[src/rtl/rs232_pkg.sv]
// Shared types for the RS-232 transmit arbiter: FSM state encoding and
// the owner/grant index width derived from the requester count.
package rs232_pkg;

  typedef enum logic [1:0] {
    S_IDLE,
    S_WAIT_STB,
    S_GUARD
  } arb_state_e;

  function automatic int unsigned owner_w(input int unsigned nreq);
    return (nreq > 1) ? $clog2(nreq) : 1;
  endfunction

endpackage

[src/rtl/rr_pick.sv]
// Combinational round-robin picker: first set bit of valid searching
// upward from last_grant+1, wrapping at NREQ-1 back to 0.
module rr_pick import rs232_pkg::*; #(
  parameter int unsigned NREQ = 4
) (
  input  logic [NREQ-1:0]             valid,
  input  logic [owner_w(NREQ)-1:0]    last_grant,
  output logic [owner_w(NREQ)-1:0]    grant,
  output logic                        any
);

  localparam int unsigned OW = owner_w(NREQ);

  logic [OW-1:0] idx;

  always_comb begin
    grant = '0;
    any   = 1'b0;
    idx   = '0;
    for (int unsigned k = 1; k <= NREQ; k++) begin
      idx = OW'((32'(last_grant) + k) % NREQ);
      if (!any && valid[idx]) begin
        grant = idx;
        any   = 1'b1;
      end
    end
  end

endmodule

[src/rtl/rs232_tx_arb.sv]
// Arbitrates NREQ byte streams onto a single UART sender, with packet
// locking, a lock-idle timeout and a post-strobe guard interval.
module rs232_tx_arb import rs232_pkg::*; #(
  parameter int unsigned NREQ         = 4,
  parameter int unsigned GUARD        = 10,
  parameter int unsigned LOCK_TIMEOUT = 1024
) (
  input  logic                     clk,
  input  logic                     rst_n,
  input  logic [NREQ-1:0]          req_valid,
  input  logic [8*NREQ-1:0]        req_data,
  input  logic [NREQ-1:0]          req_last,
  output logic [NREQ-1:0]          req_ready,
  output logic [7:0]               tx_data,
  output logic                     tx_en,
  input  logic                     tx_stb,
  output logic                     busy,
  output logic [owner_w(NREQ)-1:0] owner
);

  localparam int unsigned OW = owner_w(NREQ);
  localparam int unsigned GW = (GUARD > 1) ? $clog2(GUARD) : 1;
  localparam int unsigned TW = (LOCK_TIMEOUT > 0) ? $clog2(LOCK_TIMEOUT + 1) : 1;

  arb_state_e    state, state_nxt;
  logic          lock;
  logic [OW-1:0] last_grant;
  logic [GW-1:0] guard_cnt;
  logic [TW-1:0] to_cnt;
  logic [NREQ-1:0] lock_mask, elig;
  logic [OW-1:0] pick;
  logic          pick_any;

  // While locked, only the owner is fed to the picker, so the picker's
  // choice is the owner itself whenever the owner is valid.
  always_comb begin
    lock_mask        = '0;
    lock_mask[owner] = 1'b1;
    elig             = lock ? (req_valid & lock_mask) : req_valid;
  end

  rr_pick #(.NREQ(NREQ)) u_pick (
    .valid      (elig),
    .last_grant (last_grant),
    .grant      (pick),
    .any        (pick_any)
  );

  always_ff @(posedge clk or negedge rst_n) begin
    if (!rst_n) state <= S_IDLE;
    else        state <= state_nxt;
  end

  always_comb begin
    state_nxt = state;
    case (state)
      S_IDLE:     if (pick_any)          state_nxt = S_WAIT_STB;
      S_WAIT_STB: if (tx_stb)            state_nxt = S_GUARD;
      S_GUARD:    if (guard_cnt == '0)   state_nxt = S_IDLE;
      default:                           state_nxt = S_IDLE;
    endcase
  end

  always_comb begin
    req_ready = '0;
    if (state == S_IDLE && pick_any) req_ready[pick] = 1'b1;
    busy = (state != S_IDLE) || lock;
  end

  always_ff @(posedge clk or negedge rst_n) begin
    if (!rst_n) begin
      tx_data    <= '0;
      tx_en      <= 1'b0;
      owner      <= '0;
      last_grant <= OW'(NREQ - 1);
      lock       <= 1'b0;
      guard_cnt  <= '0;
      to_cnt     <= '0;
    end else begin
      case (state)
        S_IDLE: begin
          if (pick_any) begin
            tx_data    <= req_data[{pick, 3'b000} +: 8];
            tx_en      <= 1'b1;
            owner      <= pick;
            last_grant <= pick;
            lock       <= ~req_last[pick];
            to_cnt     <= '0;
          end else if (lock && LOCK_TIMEOUT != 0 && !req_valid[owner]) begin
            if (to_cnt == TW'(LOCK_TIMEOUT - 1)) begin
              lock   <= 1'b0;
              to_cnt <= '0;
            end else begin
              to_cnt <= to_cnt + TW'(1);
            end
          end
        end
        S_WAIT_STB: begin
          if (tx_stb) begin
            tx_en     <= 1'b0;
            guard_cnt <= GW'(GUARD - 1);
          end
        end
        S_GUARD: begin
          if (guard_cnt != '0) guard_cnt <= guard_cnt - GW'(1);
        end
        default: ;
      endcase
    end
  end

endmodule

[config.mk]
export PLATFORM = sky130hd
export DESIGN_NAME = rs232_tx_arb
export DESIGN_NICKNAME = d
export VERILOG_FILES = /design/src/rtl/rs232_pkg.sv /design/src/rtl/rr_pick.sv /design/src/rtl/rs232_tx_arb.sv
export SDC_FILE = /design/constraint.sdc
export NUM_CORES = 1
export LEC_CHECK = 0
export BUFFER_PORTS_ARGS = -buffer_cell sky130_fd_sc_hd__clkbuf_2
export CAP_MARGIN = 15
export CORE_MARGIN = 2
export CORE_UTILIZATION = 32
export DETAILED_ROUTE_END_ITERATION = 8
export PLACE_DENSITY = 0.65
export SLEW_MARGIN = 20
export SYNTH_ARGS = -nofsm -noshare
export SYNTH_HDL_FRONTEND = slang
export SYNTH_SLANG_ARGS = --single-unit
[constraint.sdc]
create_clock -name clk -period 2.25 [get_ports clk]
set_input_delay 0.1125 -clock clk [delete_from_list [all_inputs] [get_ports clk]]
set_output_delay 0.1125 -clock clk [all_outputs]
set_load 0.03 [all_outputs]
; ---- Yosys cells after proc, flatten, opt, wreduce, memory -nomap -nowiden
; Cells that the tools add are included.
[totals]
register_bits = 31
output_inout_bits = 16
[classes]
add_sub_neg = 6
order_cmp = 8
n_eq_ne = 7
n_shift = 1
n_mux = 42
bitwise = 2
reduce_logical = 26
[ops]
columns = cell, count
row1 = $mux W11, 3
row2 = $shiftx A32 B6 Y8, 1
row3 = $lt A2 B3 Y1 const B, 6
row4 = $mux W1, 17
row5 = $mux W4, 4
row6 = $mux W2, 7
row7 = $bmux W1 S2, 6
row8 = $reduce_and A3 Y1, 4
row9 = $add A11 B1 Y11 const B, 1
row10 = $eq A11 B10 Y1 const B, 1
row11 = $reduce_bool A2 Y1, 5
row12 = $ne A2 B2 Y1 const B, 4
row13 = $pmux W4 S2, 1
row14 = $logic_and A1 B1 Y1, 7
row15 = $pmux W2 S3, 1
row16 = $add A2 B1 Y2 const B, 2
row17 = $add A2 B2 Y2 const B, 2
row18 = $and A4 B4 Y4, 1
row19 = $demux W1 S2, 2
row20 = $ge A2 B1 Y1 const B, 2
row21 = $logic_not A1 Y1, 4
row22 = $logic_not A4 Y1, 1
row23 = $reduce_and A2 Y1, 2
row24 = $reduce_bool A4 Y1, 1
row25 = other kinds (7), 7

; ---- Depth between registers and ports, before layout
; Gate-level depths: netlist (run 1).
[depth]
word_depth = 23
depth_mapped = 9

; ---- Hierarchy
; A second synthesis (run 1) with hierarchy kept.
[unflattened]
hier_cells = 194
area_unflattened_um2 = 1966.9
[modules_own_cells]
columns = module, instances, cells_per_inst, area_each_um2, seq_area_each_um2
row1 = rs232_tx_arb, 1, 180, 1875.5, 778.2
row2 = rr_pick, 1, 14, 91.3, 0.0

; ---- Worst setup path before layout (run 1)
; Ideal clock, no wire load.
[synth_path]
path_type = flip-flop to output port
from = register owner[1]
to = output port req_ready[2]
arrival_time_ns = 2.621
slack_ns = -0.484
path_stages_with_launch = 8
n_path_buf = 1
path_cell_list = dfrtp_1 or4b_1 o221ai_1 nor4b_2 a311oi_4 and2_4 buf_6 nor3_1
[synth_between]
elab_chain_cells = 23
elab_cells_between_ends = 36
cone_classes = order compare (4) / mux (22) / bitwise (1) / reduce/logical (9)
[synth_rtl]
columns = element, line_no
row1 = "start, declared", rs232_tx_arb.sv:18  ; output logic [owner_w(NREQ)-1:0] owner
row2 = "start signal, assigned", rs232_tx_arb.sv:85  ; owner <= pick;
row3 = $lt A2 B3 Y1 (implied by the code) / $ge A2 B1 Y1 (equally long branches), rs232_tx_arb.sv:38  ; lock_mask[owner] = 1'b1;
row4 = $logic_and A1 B1 Y1 (implied by the code), rs232_tx_arb.sv:38
row5 = $mux W1 (implied by the code), rs232_tx_arb.sv:38
row6 = $demux W1 S2 (*), rs232_tx_arb.sv:38
row7 = $and A4 B4 Y4 (*), rs232_tx_arb.sv:39  ; elig = lock ? (req_valid & lock_mask) : req_valid;
row8 = $mux W4 (*), rs232_tx_arb.sv:39
row9 = $bmux W1 S2, rr_pick.sv:22  ; if (!any && valid[idx]) begin
row10 = $mux W1 (implied by the code), rr_pick.sv:22
row11 = [... 7 more ...], n/a
row12 = $logic_not A1 Y1, rr_pick.sv:22
row13 = $logic_and A1 B1 Y1, rr_pick.sv:22
row14 = $mux W2, rr_pick.sv:22
row15 = $lt A2 B3 Y1 (implied by the code) / $ge A2 B1 Y1 (equally long branches), rs232_tx_arb.sv:66  ; if (state == S_IDLE && pick_any) req_ready[pick] = 1'b1;
row16 = $logic_and A1 B1 Y1 (implied by the code), rs232_tx_arb.sv:66
row17 = $mux W1 (implied by the code), rs232_tx_arb.sv:66
row18 = $demux W1 S2, rs232_tx_arb.sv:66
row19 = $mux W4 (*), rs232_tx_arb.sv:66
row20 = "end, declared", rs232_tx_arb.sv:13  ; output logic [NREQ-1:0] req_ready,
; Every way passes the cells marked *; elsewhere a longest branch is shown, timed or not. The select of a mux whose other input is x is not followed.

; ---- Worst setup path after layout (run 1)
[layout_path]
from = register last_grant[0]
to = output port req_ready[3]
[layout_between]
elab_chain_cells = 18
elab_cells_between_ends = 33
cone_classes = add/sub (4) / order compare (2) / mux (19) / reduce/logical (8)
[layout_rtl]
columns = element, line_no
row1 = "start, declared", rs232_tx_arb.sv:27  ; logic [OW-1:0] last_grant;
row2 = "start signal, assigned", rs232_tx_arb.sv:75  ; last_grant <= OW'(NREQ - 1);
row3 = "start signal, assigned", rs232_tx_arb.sv:86  ; last_grant <= pick;
row4 = $add A2 B1 Y2, rr_pick.sv:21  ; idx = OW'((32'(last_grant) + k) % NREQ);
row5 = $bmux W1 S2, rr_pick.sv:22
row6 = $mux W1 (implied by the code), rr_pick.sv:22
row7 = $mux W1, rr_pick.sv:22
row8 = $logic_not A1 Y1, rr_pick.sv:22
row9 = $logic_and A1 B1 Y1, rr_pick.sv:22
row10 = $mux W1, rr_pick.sv:22
row11 = $logic_not A1 Y1, rr_pick.sv:22
row12 = [... 2 more ...], n/a
row13 = $logic_not A1 Y1, rr_pick.sv:22
row14 = $logic_and A1 B1 Y1, rr_pick.sv:22
row15 = $mux W2, rr_pick.sv:22
row16 = $lt A2 B3 Y1 (implied by the code) / $ge A2 B1 Y1 (equally long branches), rs232_tx_arb.sv:66
row17 = $logic_and A1 B1 Y1 (implied by the code), rs232_tx_arb.sv:66
row18 = $mux W1 (implied by the code), rs232_tx_arb.sv:66
row19 = $demux W1 S2, rs232_tx_arb.sv:66
row20 = $mux W4 (*), rs232_tx_arb.sv:66
; Marks and branches as above.

==> flow_summary.yaml, run 1 <==
power_and_ir_drop:
  p_int_w: 0.00279
  ir_drop_mv: 1.12
  power_density_nw_per_um2: 1650
  finalPower_w: 0.00511
  sw_frac_of_total_pct: 45.3
  p_sw_w: 0.00232
  power_frac_comb_pct: 71.3
  seqPwrFrac_pct: 19.1
  pwr-share-clk_pct: 9.6
  power_leakage_nw: 1.45
detailed_routing:
  route.met2.wl_um: 2920
  ant_nets: 0
  dr.pass1.iters: 6
  dr.first_iter.drc_count: 178
  drt-met1-wl_um: 2830
  highest_layer: "met4"
  route.met3.wl_um: 262
  dr_total_vias: 2076
  wl_per_cell_um: 15.9
  viasPerCell: 5.39
  finalWirelength_um: 6120
  drc_errors: 1
critical_path:
  critPathKind: "reg -> out"
  cp_max_fo: 7
  cp-start-kind: "flop"
  worstSetupEndpointType: "output pin"
  arrival_ps: 2430
  crit_required_ps: 2140
yosys:
  synth_edf_count: 0
  syn_area_per_cell_um2: 9.79
  syn-instance-count: 219
  yosys_warnings: 0
  synth_top_area_cell: "dfrtp_1"
  syn_area_um2: 2140
  synth.top_cell.area_share_pct: 33.9
  seq_area_frac_synth_pct: 36.3
  ys.flop_type: "dfrtp_1"
  syn_nets: 264
  yosysUniqueCellTypes: 53
  synth_seq_cells: 31
  async_flop_share_pct: 100
  netlist_top_cells_area: "dfrtp_1 34%, mux2i_1 7.5%, mux2_2 5.3%"
global_routing:
  antenna_found_initial: 0
  grt_pass1_vias: 2095
  grt-ovfl-total: 0
  grt_max_degree: 32
  grt_use_total_pct: 16.5
  grt_pass1_wl_um: 9720
placement:
  dpl.hpwl_um: 3980
  place.gp.congestion: 0.829
  port_buffers: 58
  placedInstanceArea_um2: 2630
job:
  drv_cap: 0
cells_and_area:
  layout-drive-gt1-share_pct: 48.1
  num-fill-cells: 551
  area_growth_pct: 44.8
  n_antenna_cell: 0
  nets: 352
  stdcell_area_um2: 3100
timing:
  finalCritPeriodShare_pct: 113
  layout_setup_ws_ps: -293
  max_freq_ghz: 0.393
  timing.final.hold_violations: 0
  slew_headroom_pct: 47.1
  grt_setup_unrepaired: "yes"
  setup_viol: 13
  worst_pin_slew_ps: 793
  finalCriticalPeriod_ps: 2540
  slew_violations: 0
  skew_ps: 5.13
floorplanning:
  ios: 59
  die_area_um2: 7370
  die_x_um: 85.8
  die_h_um: 85.8
  coreArea_um2: 6420
  rows: 29
  start_util_pct: 33.4
clock_tree:
  worst_skew_pair.late_latency_ps: 280
  cts_max_path_buffers: 2
  cts_root_buf: "clkbuf_8"
  clock_sink_count: 31
  cts_inserted_buffers: 5
  cts_max_level: 2
  cts_tree: "done"
  path_clk_slew_ps: 60
status:
  status: "finished with violations"
  violations: "DRC, setup timing"
worst_hold_path:
  worstHoldPathType: "in -> reg"
[state kept, by name, indices dropped and copies added (netlist names)]
signal,flops
last_grant,2
lock,1
owner,2
tx_data,8
state,2
tx_en,1
guard_cnt,4
to_cnt,11
[worst max-delay path, stage by stage (launching register included)]
cell	delay (ps)
dfstp_2	600
buf_6	130
mux2i_1	180
o221a_2	310
nor3_4	60
a311oi_4	290
and2_4	260
and2_2	170
clkbuf_8	150
[cell usage after synthesis (4+ instances only)]
| cell | number |
|---|---|
| o311ai_1 | 5 |
| nand4_1 | 14 |
| dfrtp_1 | 29 |
| buf_6 | 4 |
| buf_2 | 6 |
| o21ai_0 | 8 |
| and3_1 | 6 |
| a21oi_1 | 6 |
| mux2i_1 | 16 |
| nor2_1 | 17 |
| xor2_1 | 4 |
| nand2b_1 | 4 |
| nand2_1 | 20 |
| inv_1 | 7 |
| mux2_2 | 10 |
| nand3_1 | 6 |
[metal layers]
metal,global-route usage [%],vias up
met2,26.0,70
met1,22.0,991
met5,0,-
met4,7.07,0
met3,3.27,10
li1,-,1005
[final timing paths]
path / cells past startpoint / to / slack [ps] / from
max in group asynchronous: 2 / owner[1] / 1250 / rst_n
max: 8 / req_ready[3] / -290 / last_grant[0]
min: 4 / state[0] / 120 / tx_stb
max reg2reg: 9 / owner[0] / -150 / last_grant[0]
min in group asynchronous: 2 / to_cnt[3] / 440 / rst_n
min reg2reg: 2 / tx_data[4] / 490 / tx_data[4]
[layout by cell type, fill, tap and decap left out, types with 5 or more instances in the layout]
master / instances
mux2i_1: 14
a21oi_1: 6
clkbuf_2: 54
nand2_1: 20
nor2_1: 16
dfrtp_1: 26
nand4_1: 14
buf_6: 7
inv_1: 6
buf_4: 25
nand3_1: 6
and3_1: 5
clkbuf_8: 9
o311ai_4: 5
mux2_2: 10
o21ai_0: 8
[power groups by stage]
stage,clock network (W),logic (W),registers [W]
floorplan,0,0.00178,0.00106
global placement,0,0.00259,0.000977
detailed placement,0,0.00260,0.000984
CTS,0.000496,0.00301,0.000956
global route,0.000521,0.00387,0.00101
finish,0.000489,0.00365,0.000977
[per-stage QoR]
| step | setup TNS, ps | utilization (%) | hold WS, ps | setup WS (ps) | instances |
|---|---|---|---|---|---|
| floorplan | -377 | - | -183 | -117 | 219 |
| global placement | -1.37 | 40.9 | 231 | -1.37 | 360 |
| detailed placement | -319 | 40.9 | 240 | -61.7 | 360 |
| CTS | -862 | 45.2 | 117 | -235 | 380 |
| finish | -1880 | 48.3 | 124 | -293 | 385 |
| global route | -2910 | 48.3 | 166 | -373 | 385 |
[repair_timing]
item                                   in CTS  in global routing
setup endpoints to repair                  11                 17
endpoints found under the hold margin      29                  0
buffers inserted                           12                  5
gates resized for setup                    18                 25
pin swaps                                   9                 11
cloned                                      0                  2
hold buffers                                1                  0
[cells by family (layout without fill, tap and decap cells)]
kind of cell | Yosys count | after routing | share of synthesized area [%]
buffers and inverters | 20 | 109 | 5.25
DFF | 31 | 31 | 36.3
muxes | 27 | 27 | 13.8
AOI/OAI and AO/OA | 43 | 43 | 17.0
and+or+nand+nor | 90 | 90 | 24.0
xor gates and xnor gates | 6 | 6 | 2.45
adders and majority gates | 2 | 2 | 1.17
[final cells by class]
type                            count  area, µm²  area share, %
Clock buffer                        8        100           3.22
Tap cell                           77       96.3           3.10
Timing Repair Buffer               94        664           21.4
Multi-Input combinational cell    168       1430           46.1
Inverter                            7       30.0          0.967
Sequential cell                    31        782           25.2
(Power assumes the default switching activity.)
==> run 2, diff against run 1 <==
--- a/config.mk
+++ b/config.mk
@@ -10,6 +10,7 @@
 export CORE_MARGIN = 2
 export CORE_UTILIZATION = 32
 export DETAILED_ROUTE_END_ITERATION = 8
+export MAX_ROUTING_LAYER = met4
 export PLACE_DENSITY = 0.65
 export SLEW_MARGIN = 20
 export SYNTH_ARGS = -nofsm -noshare
==> run 2 against run 1 <==
  * The run still ends with DRC, setup timing left
  * Sequential power up 0.4%
  * Hold slack better by 3.7 ps
  * Non-clock buffer count is the same
  * Routed wire length hardly changed
  * Clock skew about the same
  * Via count rose by 1.3%
  * Design area stayed put
  * Total power hardly changed
  * Worst setup slack better by 4.8 ps
  * Combinational power about the same
  * Critical endpoint unchanged
  * Largest cell class unchanged
==> flow_summary.yaml, run 2 (same netlist as run 1, synthesis figures left out) <==
timing:
  slew_headroom_pct: 47.2
  whs_ps: 128
  skew_ps: 5.00
  setup_viol: 13
  worst_pin_slew_ps: 791
  slew_violations: 0
  finalCriticalPeriod_ps: 2540
  max_freq_ghz: 0.394
  finalCritPeriodShare_pct: 113
  grt_setup_unrepaired: "yes"
  timing.final.hold_violations: 0
  layout_setup_ws_ps: -288
critical_path:
  cp_slowest_cell: "dfstp_2"
  crit_required_ps: 2140
  ff2ff_setup_slack_ps: -140
  reg2reg_from: "last_grant[0]"
  critPathKind: "reg -> out"
  cp_max_fo: 7
  r2r_end: "owner[0]"
  arrival_ps: 2430
  crit_chain: "buf_6, mux2i_1, o221a_2, nor3_4, a311oi_4, and2_4, and2_2, clkbuf_8"
  cp-endpoint: "req_ready[3]"
  cp-start-kind: "flop"
  crit_start: "last_grant[0]"
  worstSetupEndpointType: "output pin"
  r2r.worst_path.cells: 9
  slowest_delay_ps: 600
global_routing:
  grt_pass1_vias: 2083
  grt_use_total_pct: 17.0
  grt_max_degree: 32
  grt_pass1_wl_um: 9740
  grt-ovfl-total: 0
  antenna_found_initial: 0
detailed_routing:
  dr.first_iter.drc_count: 183
  dr.pass1.iters: 6
  wl_per_cell_um: 15.9
  drc_errors: 1
  finalWirelength_um: 6130
  viasPerCell: 5.46
  dr_total_vias: 2103
  ant_nets: 0
power_and_ir_drop:
  finalPower_w: 0.00511
  ir_drop_mv: 1.13
  power_density_nw_per_um2: 1650
  power_leakage_nw: 1.45
clock_tree:
  cts_tree: "done"
  worst_skew_pair.late_latency_ps: 280
  cts_root_buf: "clkbuf_8"
  cts_max_path_buffers: 2
  cts_max_level: 2
  path_clk_slew_ps: 70
  cts_inserted_buffers: 5
  clock_sink_count: 31
placement:
  port_buffers: 58
  placedInstanceArea_um2: 2630
  placedCellCount: 360
  place.gp.congestion: 0.841
  dpl.hpwl_um: 3980
  place_ws_ps: -61.7
cells_and_area:
  n_antenna_cell: 0
  final_cells: 385
  top_register: "to_cnt"
  layout-drive-gt1-share_pct: 48.1
  reg_top3: "to_cnt (11), tx_data (8), guard_cnt (4)"
  layout.cells.most_common: "clkbuf_2"
  area_growth_pct: 44.8
  largest_reg_flops: 11
  nets: 352
  stdcell_area_um2: 3100
  num-fill-cells: 551
  mostFrequentLayoutCells: "54 x clkbuf_2, 26 x dfrtp_1, 25 x buf_4, 20 x nand2_1, 16 x nor2_1"
worst_hold_path:
  worstHoldPathType: "in -> reg"
status:
  status: "finished with violations"
  violations: "DRC, setup timing"
floorplanning:
  coreArea_um2: 6420
  rows: 29
  die_x_um: 85.8
  die_area_um2: 7370
  die_h_um: 85.8
  ios: 59
  start_util_pct: 33.4
job:
  drv_cap: 0
run 2: cell counts in the layout (fill, tap and decap cells not counted):
No cell type changed its count.
run 2: per-stage QoR:
step	util [%]	setup TNS, ps
floorplan	-	-377
global placement	40.9	-1.37
detailed placement	40.9	-319
CTS	45.2	-862
global route	48.3	-2930
finish	48.3	-1770
run 2: cell type report:
type	instances	area, µm²	area share [%]
clock buffer	8	100	3.22
inverter	7	30.0	0.967
multi-input combinational	168	1430	46.1
sequential	31	782	25.2
tap	77	96.3	3.10
timing repair buffer	94	664	21.4
run 2: timing repair:
action | 4_1_cts | 5_1_grt
gates cloned | 0 | 2
hold buffers | 1 | 0
pin swaps | 9 | 11
gates resized for setup | 18 | 25
setup endpoints to repair | 11 | 17
hold endpoints to repair | 29 | 0
setup buffers | 12 | 5
run 2: worst min path at each step:
| stage | to | startpoint | cells after the start |
|---|---|---|---|
| after global placement | to_cnt[2] | rst_n | 1 |
| after detailed placement | to_cnt[2] | rst_n | 1 |
| after floorplan | guard_cnt[0] | rst_n | 0 |
| after global routing | state[0] | tx_stb | 4 |
| after CTS | state[0] | tx_stb | 4 |
| final | state[0] | tx_stb | 4 |
run 2: routing by layer:
layer / up-vias / GRT usage, % / part of all wire (%)
met1: 1016 / 22.3 / 46
met5: - / - / 0
met3: 6 / 2.79 / 4.3
li1: 1008 / - / -
met4: 0 / 7.07 / 0.95
met2: 73 / 26.0 / 49
run 2: power breakdown:
part           internal, W  switching [W]  total, W
clock network     0.000279       0.000211  0.000490
logic              0.00175        0.00188   0.00364
registers         0.000760       0.000221  0.000981
run 2: worst max-delay path: cells and delay by family, from the launching register on:
kind	cells	cell delay, ps
AOI/OAI and AO/OA	2	600
buffers and inverters	2	280
DFF	1	600
muxes	1	180
and+or+nand+nor	3	490
==> run 3, diff against run 2 <==
--- a/config.mk
+++ b/config.mk
@@ -10,8 +10,9 @@
 export CORE_MARGIN = 2
 export CORE_UTILIZATION = 32
 export DETAILED_ROUTE_END_ITERATION = 8
+export HOLD_SLACK_MARGIN = 0.06
 export MAX_ROUTING_LAYER = met4
-export PLACE_DENSITY = 0.65
+export PLACE_DENSITY = 0.63
 export SLEW_MARGIN = 20
 export SYNTH_ARGS = -nofsm -noshare
 export SYNTH_HDL_FRONTEND = slang
==> constraint.sdc (replaced) <==
create_clock -name clk -period 3 [get_ports clk]
set_input_delay 0.15 -clock clk [delete_from_list [all_inputs] [get_ports clk]]
set_output_delay 0.15 -clock clk [all_outputs]
set_load 0.03 [all_outputs]
==> run 3 against run 2 <==
  * The run now ends clean
  * Final cell count is 7.5% lower
  * Largest cell class unchanged
  * Combinational power decreased by 55%
  * Clock skew up 0.66 ps
  * Non-clock buffer count shrank 29
  * Core utilization shrank 7.6 points
  * Sequential share of layout area is 4.6 points higher
  * Clock-buffer cell count fell by 2
  * Sequential power shrank 21%
  * Clock power down 12%
  * Critical path type unchanged
==> flow_summary.yaml, run 3 (same netlist as run 1, synthesis figures left out) <==
status:
  status: "complete, no violations"
clock_tree:
  path_clk_slew_ps: 70
  clock_sink_count: 31
  cts_tree: "done"
  cts_root_buf: "clkbuf_8"
  cts_max_level: 2
  cts_inserted_buffers: 5
  worst_skew_pair.late_latency_ps: 280
  cts_max_path_buffers: 2
global_routing:
  antenna_found_initial: 0
  grt_max_degree: 32
  grt_pass1_vias: 1867
  grt_pass1_wl_um: 8580
  grt_use_total_pct: 14.8
  grt-ovfl-total: 0
timing:
  slew_headroom_pct: 46.1
  finalCriticalPeriod_ps: 2730
  finalCritPeriodShare_pct: 91.0
  setup_tns_ps: 0
  setup_viol: 0
  whs_ps: 176
  grt_setup_unrepaired: "no"
  max_freq_ghz: 0.366
  timing.final.hold_violations: 0
  slew_violations: 0
  skew_ps: 5.66
  worst_pin_slew_ps: 808
power_and_ir_drop:
  power_density_nw_per_um2: 1090
  p_sw_w: 0.00133
  sw_frac_of_total_pct: 46.6
  pwr-share-clk_pct: 15.0
  power_leakage_nw: 1.24
  power_frac_comb_pct: 57.7
  seqPwrFrac_pct: 27.3
  ir_drop_mv: 0.575
  p_int_w: 0.00152
cells_and_area:
  layout-drive-gt1-share_pct: 36.2
  largest_reg_flops: 11
  num-fill-cells: 612
  nets: 323
  reg_top3: "to_cnt (11), tx_data (8), guard_cnt (4)"
  n_antenna_cell: 0
  mostFrequentLayoutCells: "58 x clkbuf_2, 27 x dfrtp_1, 20 x nand2_1, 17 x nor2_1, 16 x mux2i_1"
  top_register: "to_cnt"
  multiInputGateArea_um2: 1250
  final-seq-area_um2: 781
  layout.cells.most_common: "clkbuf_2"
  area_growth_pct: 22.2
critical_path:
  crit_chain: "a21boi_0, o2bb2ai_1, and2_1, or3_1, nor2_1, and2_1, clkbuf_2"
  cp_slowest_cell: "dfrtp_1"
  arrival_ps: 2580
  cp-start-kind: "flop"
  path_buf_inv: 1
  crit_required_ps: 2850
  slowest_delay_ps: 520
  cp_max_fo: 13
  worstSetupEndpointType: "output pin"
  path_common_cell: "and2_1"
  critPathKind: "reg -> out"
  crit_family: "simple AND/OR/NAND/NOR gates"
worst_hold_path:
  worstHoldPathType: "in -> reg"
placement:
  dpl.hpwl_um: 3610
  port_buffers: 58
  place.gp.congestion: 0.828
floorplanning:
  start_util_pct: 33.4
  die_x_um: 85.8
  rows: 29
  die_area_um2: 7370
  coreArea_um2: 6420
  die_h_um: 85.8
  ios: 59
detailed_routing:
  viasPerCell: 5.28
  drc_errors: 0
  dr.first_iter.drc_count: 82
  finalWirelength_um: 4870
  dr_total_vias: 1881
  dr.pass1.iters: 4
  wl_per_cell_um: 13.7
  ant_nets: 0
job:
  drv_cap: 0
==> run 3: area by class of cell <==
type | instances | share of cell area, %
clock buffer | 6 | 3.15
clock inverter | 2 | 1.34
tap | 77 | 3.68
multi-input combinational | 168 | 47.8
inverter | 7 | 1.00
timing repair buffer | 65 | 13.2
sequential | 31 | 29.8
==> run 3: what timing repair did <==
item / CTS / global route
buffers inserted: 0 / 1
hold endpoints to repair: 29 / 0
endpoints found under the setup margin: 0 / 4
gates resized for setup: 0 / 2
hold buffers: 1 / 0
==> run 3: power by group through the flow <==
stage | clock network [W] | logic (W) | registers, W
after floorplan | 0 | 0.00129 | 0.000794
after global placement | 0 | 0.00161 | 0.000772
after detailed placement | 0 | 0.00164 | 0.000777
after CTS | 0.000442 | 0.00164 | 0.000772
after global routing | 0.000463 | 0.00181 | 0.000809
final | 0.000429 | 0.00165 | 0.000778
==> run 3: layer usage <==
metal,up-vias,global-route usage (%),wire (µm)
met5,-,-,0
met4,0,3.90,51
met3,4,2.79,200
met2,44,22.6,2300
met1,887,20.3,2320
li1,946,-,-
==> run 3: path summary, 6_finish.rpt <==
kind | startpoint | endpoint | slack [ps] | cells after the start
max in group asynchronous | rst_n | owner[1] | 1950 | 2
min in group asynchronous | rst_n | owner[0] | 490 | 2
max | lock | req_ready[3] | 270 | 7
min reg2reg | tx_en | tx_en | 480 | 2
min | tx_stb | state[0] | 180 | 4
max reg2reg | owner[1] | lock | 600 | 5
==> run 3: tightest hold or removal path, stage by stage <==
cell,delay [ps]
clkbuf_2,80
nand2_1,70
o21ai_0,80
nor2_1,50
==> run 3: through the flow <==
step                power (W)  instance area, µm²  std cells  utilization, %  worst slack [ps]
floorplan             0.00208                2140        219               -               229
global placement      0.00239                2480        346            38.6               358
detailed placement    0.00242                2480        346            38.6               318
CTS                   0.00286                2610        355            40.6              5.99
global route          0.00308                2620        356            40.8               110
finish                0.00285                2620        356            40.8               270
